### config.mk
export PLATFORM = sky130hd
export DESIGN_NAME = fibo_req_arbiter
export DESIGN_NICKNAME = d
export VERILOG_FILES = /design/src/rtl/fibo_req_arbiter.sv
export SDC_FILE = /design/constraint.sdc
export NUM_CORES = 1
export LEC_CHECK = 0
export CORE_MARGIN = 2
export CORE_UTILIZATION = 40
export CTS_BUF_LIST = sky130_fd_sc_hd__clkbuf_8
export DETAILED_ROUTE_END_ITERATION = 10
export GPL_ROUTABILITY_DRIVEN = 0
export PLACE_DENSITY = 0.71
export SYNTH_ARGS = -nofsm -noshare
export SYNTH_HDL_FRONTEND = slang
export SYNTH_SLANG_ARGS = --single-unit
### constraint.sdc
create_clock -name clk -period 2.05 [get_ports clk]
set_clock_uncertainty 0.1 [all_clocks]
set_input_delay 0.205 -clock clk [delete_from_list [all_inputs] [get_ports clk]]
set_output_delay 0.205 -clock clk [all_outputs]
set_load 0.1 [all_outputs]
### src/rtl/fibo_req_arbiter.sv
// Round-robin arbiter in front of a single iterative Fibonacci engine.
// One request is in flight at a time; its result is held until the consumer accepts it.
module fibo_req_arbiter #(
   parameter int NREQ  = 4,
   parameter int WIDTH = 8,
   parameter int NW    = 5,
   parameter int IDW   = $clog2(NREQ)
) (
   input  logic               clk,
   input  logic               rst,
   input  logic [NREQ-1:0]    req_valid,
   input  logic [NREQ*NW-1:0] req_n,
   output logic [NREQ-1:0]    req_ready,
   output logic               rsp_valid,
   output logic [IDW-1:0]     rsp_id,
   output logic [WIDTH-1:0]   rsp_data,
   input  logic               rsp_ready,
   output logic               busy
);

   typedef enum logic [1:0] {
      IDLE = 2'd0,
      LOAD = 2'd1,
      STEP = 2'd2,
      RESP = 2'd3
   } state_t;

   state_t           r_state;
   state_t           w_nextState;

   logic [WIDTH-1:0] r_a;
   logic [WIDTH-1:0] r_b;
   logic [NW-1:0]    r_cnt;
   logic [IDW-1:0]   r_id;
   logic [IDW-1:0]   r_rrPtr;
   logic [WIDTH-1:0] r_rspData;
   logic [IDW-1:0]   r_rspId;

   logic             w_anyReq;
   logic [IDW-1:0]   w_grantId;
   logic [NW-1:0]    w_grantN;
   logic             w_accept;
   logic             w_rspFire;
   logic [WIDTH-1:0] w_sum;
   logic [IDW-1:0]   w_nextPtr;
   int               w_idx;

   // Search upward from the round-robin pointer with wrap-around; first hit wins.
   always_comb begin
      w_anyReq  = 1'b0;
      w_grantId = '0;
      w_idx     = 0;
      for (int off = 0; off < NREQ; off++) begin
         w_idx = int'(r_rrPtr) + off;
         if (w_idx >= NREQ) begin
            w_idx = w_idx - NREQ;
         end
         if (!w_anyReq && req_valid[w_idx]) begin
            w_anyReq  = 1'b1;
            w_grantId = IDW'(w_idx);
         end
      end
   end

   assign w_grantN  = req_n[int'(w_grantId)*NW +: NW];
   assign w_sum     = r_a + r_b;
   assign w_nextPtr = (r_id == IDW'(NREQ-1)) ? '0 : r_id + IDW'(1);

   always_ff @(posedge clk or posedge rst) begin
      if (rst) begin
         r_state <= IDLE;
      end else begin
         r_state <= w_nextState;
      end
   end

   // The grant strobe is combinational in IDLE so a waiting request transfers in that cycle.
   always_comb begin
      w_nextState = r_state;
      req_ready   = '0;
      w_accept    = 1'b0;
      w_rspFire   = 1'b0;
      case (r_state)
         IDLE: begin
            if (w_anyReq) begin
               req_ready[w_grantId] = 1'b1;
               w_accept             = 1'b1;
               w_nextState          = LOAD;
            end
         end
         LOAD: begin
            w_nextState = (r_cnt == '0) ? RESP : STEP;
         end
         STEP: begin
            if (r_cnt == NW'(1)) begin
               w_nextState = RESP;
            end
         end
         RESP: begin
            if (rsp_ready) begin
               w_rspFire   = 1'b1;
               w_nextState = IDLE;
            end
         end
         default: begin
            w_nextState = IDLE;
         end
      endcase
   end

   // Result registers are loaded on entry to RESP so they survive the handshake and the next accept.
   always_ff @(posedge clk or posedge rst) begin
      if (rst) begin
         r_a       <= '0;
         r_b       <= WIDTH'(1);
         r_cnt     <= '0;
         r_id      <= '0;
         r_rrPtr   <= '0;
         r_rspData <= '0;
         r_rspId   <= '0;
      end else begin
         if (w_accept) begin
            r_id  <= w_grantId;
            r_cnt <= w_grantN;
            r_a   <= '0;
            r_b   <= WIDTH'(1);
         end
         if (r_state == LOAD && r_cnt == '0) begin
            r_rspData <= r_a;
            r_rspId   <= r_id;
         end
         if (r_state == STEP) begin
            r_a   <= r_b;
            r_b   <= w_sum;
            r_cnt <= r_cnt - NW'(1);
            if (r_cnt == NW'(1)) begin
               r_rspData <= r_b;
               r_rspId   <= r_id;
            end
         end
         if (w_rspFire) begin
            r_rrPtr <= w_nextPtr;
         end
      end
   end

   assign rsp_valid = (r_state == RESP);
   assign rsp_data  = r_rspData;
   assign rsp_id    = r_rspId;
   assign busy      = (r_state != IDLE);

endmodule
* Yosys cells after proc, flatten, opt, wreduce, memory -nomap -nowiden *
Index checks and enable logic that the tools add are counted.

word-level totals
  logic and storage cells = 101
  register bits after elaboration = 37
  output and inout bits = 16
  bits of input ports = 27

cells by class
  reduce and logical (&&, ||, !) cells = 13
  $add $sub $neg = 10
  shift-type cells = 1
  multipliers = 1
  order comparisons = 10
  mux-type cells = 50
  eq/ne operators = 8

operators by type and width
  kind                   count
  $lt A32 B4 Y1 const B  4
  $mux W32               4
  $mux W8                7
  $mux W2                11
  $shiftx A20 B6 Y5      1
  $mux W1                18
  $sub A3 B3 Y4 const B  3
  $mux W5                2
  $ge A3 B3 Y1 const B   3
  $add A8 B8 Y8          1
  $bmux W1 S2            4
  $mux W4                2
  $pmux W2 S4            1
  $add A2 B2 Y3 const B  2
  $eq A2 B2 Y1 const B   3
  $eq A5 B1 Y1 const B   1
  $logic_and A1 B1 Y1    5
  $logic_not A5 Y1       1
  $mul A2 B3 Y5 const B  1
  $sub A5 B1 Y5 const B  1
  $ne A2 B2 Y1 const B   2
  $reduce_bool A2 Y1     2
  $sub A2 B3 Y4 const B  1
  $add A2 B1 Y3 const B  1
  10 further kinds       12

* Depth between registers and ports, before layout *
Gate-level depths: netlist of run 1.

  word-level depth = 21
  mapped depth = 8
  gate-level depth less buffers = 8

* Worst setup path after synthesis of run 1 *
No wires, ideal clock.

  path kind = reg-to-output
  from = register r_state[0]
  to = output port req_ready[0]
  data arrival time = 2.932 ns
  cell stages (with the launch flop) = 7
  required time = 1.745 ns
  slack = -1.187 ns
  buffers on the path = 0
  path through = dfrtp_1 -> inv_1 -> ha_1 -> inv_1 -> nor2_1 -> o21ai_1 -> nor2_1

on the way
  longest elaborated chain between the ends = 2

RTL lines
  item                      RTL line  RTL
  start: declaration        28        state_t r_state;
  start signal: assignment  73        r_state <= w_nextState;
  $logic_not A2 Y1          83        case (r_state)
  $mux W4                   83
  end: declaration          13        output logic [NREQ-1:0] req_ready,

No other way between the ends.

* Final worst setup path of run 1 *
  from = register r_rrPtr[1]
  to = output port req_ready[3]

on the way
  longest elaborated chain between the ends = 21
  elaborated cells between the ends (all ways) = 48
  classes of those cells = add/sub: 7; order compare: 6; mux: 28; reduce/logical: 7

RTL lines
  item                                                                    RTL line  RTL
  start: declaration                                                      35        logic [IDW-1:0] r_rrPtr;
  start signal: assignment                                                142       r_rrPtr <= w_nextPtr;
  parallel branches: the longest is 19 deep, another holds $sub A3 B3 Y4  n/a
  $mux W4 *                                                               85        if (w_anyReq) begin
  $mux W4 *                                                               83

Mark *: on every way between the ends. The select of a mux whose other input is x is not followed.

==> flow_summary.toml, run 1 <==
[run_status]
status = "complete, but fails checks"
violations = "setup timing"

[synthesis]
yosys_warnings = 0
postSynthAreaPerCell_sq_um = 9.036
yosysSeqAreaShare_pct = 41.37
synth_edf_count = 0
synthDistinctLibCells = 38
yosys_register_bits = 37
syn_area_sq_um = 2241
ys.flop_type = "dfrtp_1"
synth_nets = 290
async_flop_share_pct = 100.0
syn_inst = 248

[final_layout]
syn2layout_area_growth_pct = 41.71
drive_above_1_share_pct = 25.16
final_area_sq_um = 3176
post-route-util_pct = 58.02
final_cells = 394
nFillCells = 495
n_antenna_cell = 0
layout.nets = 363

[power]
p_leak_nw = 1.471
switching_share_pct = 50.24
vdd_ir_drop_max_v = 0.001015
power.share.combinational_pct = 64.6
p_clk_share_pct = 9.4
p_per_area_nw_per_um2 = 1606
sequentialPowerShare_pct = 26.1
power.total_mw = 5.101
p_switching_mw = 2.563
p_int_mw = 2.538

[timing]
max_freq_mhz = 463.8
post-route-period-util_pct = 105.2
worst_slack_ns = -0.1059
final.setup.tns_ns = -0.3249
final_max_slew_viol_count = 0
timing.slew.headroom_pct = 67.52
grt_setup_unrepaired = "true"
worst_pin_slew_ns = 0.4873
setup_violations = 4
finalHoldViolCount = 0
finalCriticalPeriod_ns = 2.156

[cts]
cts_root_buf = "clkbuf_8"
cts_buffers = 5
cts_tree = "built"
htreeDepth = 2
cts.sinks = 37
clkTransAtPathRegs_ns = 0.07
clk_latency_ns = 0.29
clockBufferDepth = 2
ctsHoldBuffers = 0

[global_route]
grt_max_degree = 38
overflow = 0
grt_pass1_vias = 1878
antenna_found_initial = 0
grt_pass1_wl_microns = 8507
track_usage_pct = 17.08

[setup_path]
endpoint_kind = "output port"
crit_family = "simple AND/OR/NAND/NOR gates"
max_stage_delay_ns = 0.42
crit_path_top_delay_cell = "dfrtp_1"
start_kind = "register"
cp_max_fo = 6
path_buf_inv = 1
arrival_ns = 1.85
crit_type = "reg -> out"
critPathRequiredTime_ns = 1.75
crit_start = "r_rrPtr[1]"
r2r-start = "r_a[0]"
path_cells = "nand2b_4, a32o_2, or3_4, nor2_4, buf_12"

[floorplanning]
ios = 43
die_w_microns = 78.85
core-area_sq_um = 5473
initial_core_util_pct = 40.95
core.rowCount = 27
dieArea_sq_um = 6217
die-height_microns = 78.85

[worst_hold_path]
worst_hold_path_type = "in -> async"

[detailed_routing]
wl_microns = 5024
drt_iter0_drc = 203
post_drt_wl_per_cell_microns = 12.75
vias = 2012
drc = 0
dr.pass1.iters = 4
vias_per_cell = 5.107
drtAntennaViolNets = 0

[place]
dp_cells = 378
dp_hpwl_microns = 3686
portBuffers = 42
postPlaceCellArea_sq_um = 3013

[job]
max_cap_violations = 0
==> path summary, 6_finish.rpt <==
kind / end / slack (ns) / cells past startpoint
setup / recovery: req_ready[3] / -0.11 / 5
hold / removal: r_b[1] / 0.23 / 3
setup reg to reg: r_b[6] / 0.06 / 8
hold reg to reg: rsp_id[1] / 0.39 / 1
max in group asynchronous: r_b[0] / 1.26 / 3
min in group clk: rsp_id[1] / 0.39 / 1
==> timing repair <==
| item | in CTS | in global routing |
|---|---|---|
| buffers inserted | 4 | 5 |
| resized for setup | 2 | 5 |
| pin swaps | 5 | 9 |
| endpoints found under the setup margin | 5 | 9 |
==> synthesized netlist by cell type, types with 4 or more instances <==
cell / instances / share of area, %
nand2b_1: 4 / 1.1
nand3_1: 6 / 1.3
nor3_1: 4 / 0.89
clkbuf_1: 5 / 0.84
o21ai_0: 6 / 1.3
nor2_1: 17 / 2.8
o21ai_1: 21 / 4.7
nand2_1: 43 / 7.2
a21oi_1: 16 / 3.6
mux2i_1: 19 / 8.5
dfrtp_1: 36 / 40
ha_1: 14 / 7.8
xnor2_1: 5 / 2.0
buf_2: 4 / 0.89
inv_1: 10 / 1.7
xor2_1: 5 / 2.0
==> layout make-up <==
cell class | instances | area [sq um] | area share [%]
Clock buffer | 5 | 68.82 | 2.167
Multi-Input combinational cell | 190 | 1321 | 41.61
Timing Repair Buffer | 75 | 706.9 | 22.26
Sequential cell | 37 | 927.1 | 29.20
Tap cell | 72 | 90.09 | 2.837
Clock inverter | 3 | 12.51 | 0.3940
Inverter | 12 | 48.80 | 1.537
==> routing by layer <==
layer  GRT usage [%]  part of all wire [%]  vias to the layer above
met1           23.65                    46                      959
met5               0                     0                        -
met2           27.09                    49                       42
met3           3.750                   3.7                        7
met4           4.655                  0.90                        0
li1                -                     -                     1004
==> worst register-to-register path, stage by stage, from the launching register on <==
cell and delay (ns):
dfrtp_1 0.39, ha_2 0.19, fa_2 0.34, a21o_1 0.17, a21oi_2 0.16, o21bai_1 0.08, a21oi_1 0.19, xor2_1 0.16
o22ai_1 0.10
==> logic make-up after synthesis <==
group | synth area share, %
compound gates | 14.96
fa+ha+maj | 8.710
mux | 10.50
buf+inv | 3.741
flops | 41.37
simple gates | 16.81
xor+xnor | 3.908
==> power by group through the flow <==
stage          combinational [mW]  clock, mW  sequential [mW]
2_1_floorplan                1.71          0             1.90
3_3_place_gp                 3.08          0             1.34
3_5_place_dp                 3.14          0             1.35
4_1_cts                      3.23      0.487             1.33
5_1_grt                      3.57      0.530             1.38
6_report                     3.29      0.478             1.33
==> flip-flops by register name, indices dropped and copies added, names as in the netlist <==
| signal | cells |
|---|---|
| r_a | 8 |
| rsp_id | 2 |
| r_rrPtr | 2 |
| r_cnt | 5 |
| rsp_data | 8 |
| r_state | 2 |
| r_id | 2 |
| r_b | 8 |
==> through the flow <==
| step | hold WS (ns) | setup slack [ns] |
|---|---|---|
| 2_1_floorplan | 0.2840 | -0.2885 |
| 3_3_place_gp | 0.3721 | -0.1026 |
| 3_5_place_dp | 0.3838 | -0.1238 |
| 4_1_cts | 0.2457 | -0.1136 |
| 5_1_grt | 0.2977 | -0.1708 |
| 6_report | 0.2348 | -0.1059 |
==> placed cells by master (no fill, tap or decap), drive strengths merged <==
| master | count |
|---|---|
| clkinv | 1 |
| a221o | 1 |
| inv | 13 |
| nand2 | 43 |
| and3 | 3 |
| fa | 1 |
| clkdlybuf4s50 | 26 |
| dfrtp | 36 |
| mux2 | 4 |
| a221oi | 1 |
| a21o | 3 |
| or3 | 1 |
| xnor2 | 5 |
| o21ai | 27 |
| nor3 | 4 |
| buf | 49 |
| clkbuf | 5 |
| a21oi | 17 |
| nand2b | 4 |
| a32o | 1 |
| a31oi | 1 |
| o31ai | 1 |
| mux2i | 19 |
| nand3 | 6 |
| o21bai | 2 |
| o22ai | 2 |
| xor2 | 5 |
| nor2b | 1 |
| ha | 14 |
| a32oi | 1 |
| o22a | 1 |
| nor2 | 19 |
| clkinvlp | 1 |
| nor4 | 3 |
| dfstp | 1 |
Power figures use the tool's default switching activity.
==> run 2: changes to the inputs <==
--- a/config.mk
+++ b/config.mk
@@ -5,12 +5,13 @@
 export SDC_FILE = /design/constraint.sdc
 export NUM_CORES = 1
 export LEC_CHECK = 0
+export ABC_AREA = 1
 export CORE_MARGIN = 2
 export CORE_UTILIZATION = 40
 export CTS_BUF_LIST = sky130_fd_sc_hd__clkbuf_8
 export DETAILED_ROUTE_END_ITERATION = 10
 export GPL_ROUTABILITY_DRIVEN = 0
-export PLACE_DENSITY = 0.71
+export PLACE_DENSITY = 0.67
 export SYNTH_ARGS = -nofsm -noshare
 export SYNTH_HDL_FRONTEND = slang
 export SYNTH_SLANG_ARGS = --single-unit
==> constraint.sdc (replaced) <==
create_clock -name clk -period 2.1 [get_ports clk]
set_clock_uncertainty 0.1 [all_clocks]
set_input_delay 0.21 -clock clk [delete_from_list [all_inputs] [get_ports clk]]
set_output_delay 0.21 -clock clk [all_outputs]
set_load 0.1 [all_outputs]
==> run 2 against run 1 <==
  * The flow still finishes with violations (setup timing)
  * Global-route usage rose by 1.7 points
  * Wire length rose by 27%
  * Worst hold slack got worse by 0.0055 ns
  * Design area rose by 13%
  * Highest routed layer unchanged
  * Critical endpoint unchanged
  * First-iteration DRC count fell by 60%
  * Sequential share of layout area fell by 3.4 points
==> flow_summary.toml, run 2 <==
[run_status]
status = "complete, but fails checks"
violations = "setup timing"

[setup_path]
crit_type = "reg -> out"
arrival_ns = 2.01
r2r_cells = 14
critPathRequiredTime_ns = 1.79
endpoint_kind = "output port"
r2r_slack_ns = 0
r2r-end = "r_cnt[2]"
cp_max_fo = 4
start_kind = "register"
r2r-start = "r_rrPtr[0]"

[synthesis]
yosys_register_bits = 37
synth-simple-area-share_pct = 27.08
yosysSeqAreaShare_pct = 36.88
synthTopCellsByArea = "dfrtp_1 (36%), nand2_1 (12%), inv_1 (7.3%)"
synth_compound_area_share_pct = 16.08
synth_edf_count = 0
synth_xor_area_share_pct = 1.742
synth_top_family_by_area = "simple AND/OR/NAND/NOR gates"
synth_most_common_cell = "nand2_1"
synth_commonest_cells = "nand2_1 (78), inv_1 (49), dfrtp_1 (36)"
yosys_warnings = 0
syn_area_sq_um = 2514
async_flop_share_pct = 100.0
syn_inst = 331
postSynthAreaPerCell_sq_um = 7.594
synth_top_area_share_pct = 35.84
muxShareOfSynthArea_pct = 0
synth_fa_ha_area_share_pct = 7.765
synth_area_leader_cell = "dfrtp_1"
synthDistinctLibCells = 37
synth_nets = 373
ys.flop_type = "dfrtp_1"

[timing]
final_max_slew_viol_count = 0
grt_setup_unrepaired = "true"
whs_ns = 0.2293
worst_slack_ns = -0.2221
finalCriticalPeriod_ns = 2.322
timing.slew.headroom_pct = 69.55
finalHoldViolCount = 0
setup_violations = 6
post-route-period-util_pct = 110.6
worst_pin_slew_ns = 0.4567
max_freq_mhz = 430.6

[cts]
cts.sinks = 37
htreeDepth = 2
clkTransAtPathRegs_ns = 0.06
clockBufferDepth = 2
cts_buffers = 5
cts_tree = "built"
cts_root_buf = "clkbuf_8"
clk_latency_ns = 0.28

[detailed_routing]
wl_microns = 6358
post_drt_wl_per_cell_microns = 13.00
dr.pass1.iters = 4
drtAntennaViolNets = 0
vias = 2423
drt_iter0_drc = 81
drc = 0
vias_per_cell = 4.955

[place]
postPlaceCellArea_sq_um = 3239
portBuffers = 42
dp_hpwl_microns = 4409

[final_layout]
layout.nets = 456
n_antenna_cell = 0
seq_area_sq_um = 928.4
mostFrequentLayoutCell = "nand2_1"
syn2layout_area_growth_pct = 43.21
nFillCells = 512
mostFrequentLayoutCells = "nand2_1 (62), inv_1 (46), buf_4 (45)"
final_area_sq_um = 3600
multi_input_area_sq_um = 1501
drive_above_1_share_pct = 29.95

[global_route]
overflow = 0
antenna_found_initial = 0
grt_pass1_wl_microns = 10810
track_usage_pct = 18.77
grt_pass1_vias = 2358
grt_max_degree = 38

[floorplanning]
core-area_sq_um = 5991
die_w_microns = 83.27
ios = 43
dieArea_sq_um = 6934
core.rowCount = 28
initial_core_util_pct = 41.96
die-height_microns = 83.27

[worst_hold_path]
worst_hold_path_type = "in -> async"

[job]
max_cap_violations = 0
-- run 2: through the flow --
step           setup slack (ns)  instances  util, %  TNS, ns
6_report                -0.2221        489    60.09  -0.8015
5_1_grt                 -0.3519        489    60.09   -2.016
4_1_cts                 -0.1992        482    57.73  -0.7335
3_5_place_dp           -0.07204        465    54.07  -0.3067
3_3_place_gp           -0.08282        465    54.07  -0.1782
2_1_floorplan           -0.2665        331        -  -0.7458
-- run 2: cell families after synthesis --
logic type               count (synthesis)
AO/OA/AOI/OAI                           67
AND/OR/NAND/NOR                        146
buffers and inverters                   61
flip-flops                              37
adder cells (fa/ha/maj)                 15
XOR/XNOR                                 5
-- run 2: worst max-delay path by stage --
stage | to | slack (ns) | startpoint | cells after the start
after floorplan | req_ready[0] | -0.27 | r_rrPtr[0] | 8
after global placement | req_ready[1] | -0.08 | req_valid[3] | 14
after detailed placement | req_ready[2] | -0.07 | req_valid[1] | 11
after CTS | req_ready[2] | -0.20 | r_rrPtr[0] | 11
after global routing | req_ready[3] | -0.35 | r_rrPtr[0] | 11
final | req_ready[3] | -0.22 | r_rrPtr[0] | 11
-- run 2: area by class of cell --
type / instances / area share [%]
clock buffers: 6 / 2.294
clock inverters: 1 / 0.1043
inverters: 54 / 5.978
multi-input cells: 234 / 41.71
flip-flops and latches: 37 / 25.79
well taps: 75 / 2.607
repair buffers: 82 / 21.52
-- run 2: metal layers --
| metal | vias up | GRT usage, % | routed length, microns |
|---|---|---|---|
| met1 | 1110 | 24.98 | 2944 |
| met3 | 6 | 3.280 | 317 |
| met2 | 57 | 31.74 | 3041 |
| met5 | - | 0 | 0 |
| met4 | 0 | 4.471 | 55 |
| li1 | 1250 | - | - |
-- run 2: what timing repair did --
action,in CTS,in global routing
buffers inserted,10,6
setup endpoints to repair,5,12
endpoints found under the hold margin,0,0
cloned,0,1
pin swaps,14,10
gates resized for setup,19,24
hold buffers,0,0
-- run 2: critical path: stages, from the launching register on --
cell and delay, ns:
dfrtp_2 0.46, buf_6 0.15, nand2_2 0.07, nand2_4 0.06, nand2_2 0.08, nand2_4 0.06
nor2_4 0.14, nand3_2 0.10, nand4_1 0.17, nand2_2 0.13, nor2_4 0.14, buf_12 0.18
Power of run 2 is left out: the tool's default activity adds up to more than one toggle a clock period on the data nets, which glitch-free logic cannot reach.
==> variant 1: new RTL, config.mk and constraints of run 1 <==
`WIDTH`: 8 -> 12.
--- a/src/rtl/fibo_req_arbiter.sv
+++ b/src/rtl/fibo_req_arbiter.sv
@@ -2,7 +2,7 @@
 // One request is in flight at a time; its result is held until the consumer accepts it.
 module fibo_req_arbiter #(
    parameter int NREQ  = 4,
-   parameter int WIDTH = 8,
+   parameter int WIDTH = 12,
    parameter int NW    = 5,
    parameter int IDW   = $clog2(NREQ)
 ) (
Ports: changed (resized rsp_data); port bits go from 43 to 47. The function was not compared with the original's and may differ.
==> variant 1 against run 1 <==
- the run ends with hold timing, setup timing left
- wire length increased by 46%
- power increased by 33%
- sequential cell count increased by 12
- maximum frequency decreased by 1.7%
- worst setup slack got worse by 0.037 ns
- global-route usage increased by 2.0 points
- final area increased by 34%
- synthesized area increased by 31%
- critical path type is now in2out
- largest cell class unchanged
- highest routed layer unchanged
==> variant 1: results (changes against run 1) <==
The number of global-route vias before repair is 2623 (+40%), and the combinational power is 0.00450 W (+37%). For the final worst slack, the log shows -0.143 ns (-0.0375 ns). The final reports fail on hold timing, setup timing. Count of final setup violators: 12 (+8). The final-layout non-clock buffer area share was 21.5% (-0.78 points); the register area share after synthesis was 41.9% (+0.48 points).

The xor/xnor share of the synthesized area was 2.39% (-1.5 points). The cell type group with the largest total delay on the critical path is buffers and inverters. Ranked by total cell area, the synthesized netlist is headed by sky130_fd_sc_hd__dfrtp_1 41%, sky130_fd_sc_hd__ha_1 8.1%, sky130_fd_sc_hd__nand2_1 6.9%. The normalized max-slew margin was 62.5% (-5.0 points). For the total half-perimeter wirelength after legalization and detailed placement, the log shows 5080 um (+38%).

Static leakage: 2.01 nW (+37%). Among all stages on the critical path, the largest delay is contributed by sky130_fd_sc_hd__clkdlybuf4s50_1. The final-report hold violation count came out at 2 (+2). Worst voltage drop across the vdd grid: 815 uV (-20%). The final net count is 456 (+26%). The clock latency of the later-clocked register in the worst-skew pair came out at 0.31 ns (+0.02 ns). The switching part of the total is 50.5% (+0.28 points), and the iteration-0 DRC count of the detailed router is 69 (-66%). The maximum cell stage delay along the critical path works out to 0.51 ns (+0.09 ns).

The via count of the routed design is 2599 (+29%), and the proportion of cell area spent on the clock network is 1.88% (-0.68 points). The maximum net fanout on the critical path came out at 5 (-1). The run gives 621 (+25%) as the number of filler cells placed in the layout.

The clock-pin slew on the worst setup and hold paths was 0.09 ns (+0.02 ns). The power density normalized to cell area came out at 1590 mW/mm^2 (-0.93%). Proportion of synthesized area in mux cells: 8.66% (-1.8 points). The total negative setup slack was -1.03 ns (-0.703 ns). The number of signal-net buffers in the layout is 98 (+31%), and the synthesized netlist net count is 363 (+25%). The routed length on met1 was 3460 um (+49%); the share of cell area taken by flip-flops and latches was 28.8% (-0.40 points).

The detailed-routed wire length on met3 was 307 um (+63%). Length of routed met2 wiring: 3480 um (+41%). The aggregate global-route resource usage was 19.0% (+2.0 points).

The tools report the global-route wire length before repair as 11900 um (+40%). Largest net degree at the start of global routing: 44 (+16%). The run finished, with violations left. The worst-case hold slack is -0.000166 ns (-0.235 ns). The tools report the met1 track utilization from global routing as 23.8% (+0.11 points).

The run gives 33.6% (+6.5 points) as the met2 demand-to-capacity share in global routing. The non-clock inverter total of the final layout was 9 (-3); the register-to-register path setup slack was -0.12 ns (-0.18 ns). The power of the clock network was 0.000551 W (+15%). The share of cell area taken by multi-input logic gates was 44.1% (+2.4 points); the data arrival time at the worst-slack endpoint was 1.89 ns (+0.04 ns).
-- variant 1: through the flow --
step | std cells | hold WS (ns) | util, % | area [um^2]
finish | 509 | -0.000166 | 59.4 | 4260
global route | 509 | 0.00159 | 59.4 | 4260
CTS | 503 | 0.00273 | 57.1 | 4100
detailed placement | 491 | 0.344 | 54.3 | 3900
global placement | 491 | 0.334 | 54.3 | 3900
floorplan | 316 | 0.299 | - | 3000
-- variant 1: timing repair --
| action | CTS | global route |
|---|---|---|
| pin swaps | 8 | 27 |
| setup endpoints to repair | 9 | 15 |
| resized for setup | 20 | 29 |
| setup buffers | 4 | 8 |
-- variant 1: path summary, 6_finish.rpt --
path                         startpoint            to  depth (start not counted)
setup reg to reg                 r_a[0]       r_b[10]                          8
max in group asynchronous           rst        r_b[0]                          3
hold / removal                      rst     rsp_id[0]                          2
hold reg to reg               rsp_id[0]     rsp_id[0]                          1
setup / recovery           req_valid[3]  req_ready[1]                          9
min in group clk              rsp_id[0]     rsp_id[0]                          1
==> variant 2: new RTL, flow settings as in run 1 <==
Made on the original files. Encoding of `state_t`: now one-hot (4 bits for 4 states).
--- a/src/rtl/fibo_req_arbiter.sv
+++ b/src/rtl/fibo_req_arbiter.sv
@@ -18,11 +18,11 @@
    output logic               busy
 );
 
-   typedef enum logic [1:0] {
-      IDLE = 2'd0,
-      LOAD = 2'd1,
-      STEP = 2'd2,
-      RESP = 2'd3
+   typedef enum logic [3:0] {
+      IDLE = 4'b0001,
+      LOAD = 4'b0010,
+      STEP = 4'b0100,
+      RESP = 4'b1000
    } state_t;
 
    state_t           r_state;
Function: same outputs for any inputs over 10 cycles, from zero or initial values and one cycle with rst high; not proved beyond that.
==> variant 2 against run 1 <==
- largest cell class unchanged
- power down 3.2%
- hold slack worse by 0.0039 ns
- the run still ends with setup timing left
- count of clock-buffer cells in the layout unchanged
- synthesized area up 1.9%
- final area up 8.7%
- wire length up 12%
- sequential share of layout area down 0.85 points
- critical path type unchanged
- worst setup slack worse by 0.042 ns
- sequential cell count up 2
==> variant 2: results (changes against run 1) <==
The run gives 55 (+45%) as the number of different library cells in the post-synthesis netlist. Final worst slack: -0.148 ns (-0.0416 ns). The aggregate global-route resource usage is 19.0% (+1.9 points). The tools report the cell area reported after detailed placement as 0.00313 mm^2 (+3.8%).

The logs give 3920 um (+6.3%) for the total half-perimeter wirelength after legalization and detailed placement and 2057 (+2.2%) for the via count of the routed design. The logs give 374 (-1.1%) for the instance count after placement with tap cells included and 1965 (+4.6%) for the number of global-route vias before repair. The critical path starts at r_state[0]. The switching part of the total is 45.8% (-4.5 points). By count the netlist is led by 37 x sky130_fd_sc_hd__dfrtp_1, 26 x sky130_fd_sc_hd__nor2_1, 18 x sky130_fd_sc_hd__nand2_1. The wire length per cell came out at 14.5 um (+14%).

The run finished, with violations left. For the final non-filler cell total, the log shows 387 (-1.8%). The normalized max-slew margin came out at 67.0% (-0.51 points).

The number of filler cells placed in the layout came out at 430 (-13%). The count of final setup violators is 8 (+4). The maximum cell stage delay along the critical path came out at 0.53 ns (+0.11 ns). For the data arrival time at the worst-slack endpoint, the log shows 1.89 ns (+0.04 ns). The maximum net fanout on the critical path was 3 (-3). The worst voltage drop across the vdd grid came out at 618 uV (-39%). The logs give 352 (-3.0%) for the final net count and 1.60 nW (+8.5%) for the static leakage.

Fraction of layout instances using a drive strength above 1: 34.9% (+9.8 points). The iteration-0 DRC count of the detailed router came out at 173 (-15%). The run gives 9470 um (+11%) as the global-route wire length before repair. The checks that failed: setup timing. The run gives 40 (+5.3%) as the largest net degree at the start of global routing.
## variant 2: changes by cell type after synthesis, moves of 6 or more
cell	run 1	this run
sky130_fd_sc_hd__a22o_1	0	6
sky130_fd_sc_hd__nand2_1	43	18
sky130_fd_sc_hd__nor2_1	17	26
sky130_fd_sc_hd__o21ai_0	6	14
sky130_fd_sc_hd__o21ai_1	21	2
## variant 2: final cells by class
cell class	count	share of cell area (%)
inverters	12	1.45
multi-input cells	173	39.8
clock buffers	5	1.99
well taps	72	2.61
flip-flops and latches	39	28.3
repair buffers	83	24.0
clock inverters	3	1.85
## variant 2: cell families after synthesis
| family | Yosys count | share of synthesized area, % |
|---|---|---|
| and+or+nand+nor | 74 | 16.7 |
| muxes | 18 | 8.38 |
| AOI/OAI and AO/OA | 67 | 19.8 |
| DFF | 39 | 42.8 |
| buffers and inverters | 20 | 4.71 |
| adders and majority gates | 11 | 6.36 |
| xor gates and xnor gates | 3 | 1.15 |
## variant 2: per-layer routing
| metal | vias up | track usage [%] | wire [um] |
|---|---|---|---|
| met3 | 9 | 2.83 | 301 |
| met5 | - | 0 | 0 |
| met4 | 0 | 6.21 | 72 |
| met2 | 53 | 29.2 | 2600 |
| li1 | 1003 | - | - |
| met1 | 992 | 27.4 | 2640 |
## variant 2: path summary, 6_finish.rpt
kind                           endpoint  slack [ns]
min in group clk              rsp_id[1]        0.42
setup / recovery           req_ready[3]       -0.15
max in group asynchronous        r_b[0]        1.26
hold reg to reg               rsp_id[1]        0.42
setup reg to reg              rsp_id[0]       -0.02
hold / removal                rsp_id[1]        0.23
## variant 2: timing repair
action / CTS / global route
hold endpoints to repair: 0 / 0
endpoints found under the setup margin: 7 / 27
pin swaps: 7 / 15
setup buffers: 3 / 2
resized for setup: 14 / 27
cloned: 1 / 0
## variant 2: stage by stage
step	TNS [ns]	worst slack [ns]
final	-0.621	-0.148
after global routing	-1.33	-0.191
after CTS	-0.681	-0.161
after detailed placement	-1.39	-0.163
after global placement	-0.665	-0.0956
after floorplan	-4.69	-0.640
## variant 2: tightest hold or removal path, cell delays in order
cell and delay [ns]:
sky130_fd_sc_hd__clkdlybuf4s50_1 0.40, sky130_fd_sc_hd__inv_1 0.05, sky130_fd_sc_hd__buf_4 0.42
## variant 2: power groups by stage
| stage | Clock, W | Combinational, W | Sequential, W |
|---|---|---|---|
| after detailed placement | 0 | 0.00269 | 0.00116 |
| after global routing | 0.000798 | 0.00318 | 0.00119 |
| final | 0.000757 | 0.00301 | 0.00117 |
| after global placement | 0 | 0.00267 | 0.00116 |
| after CTS | 0.000764 | 0.00292 | 0.00115 |
| after floorplan | 0 | 0.00125 | 0.00174 |
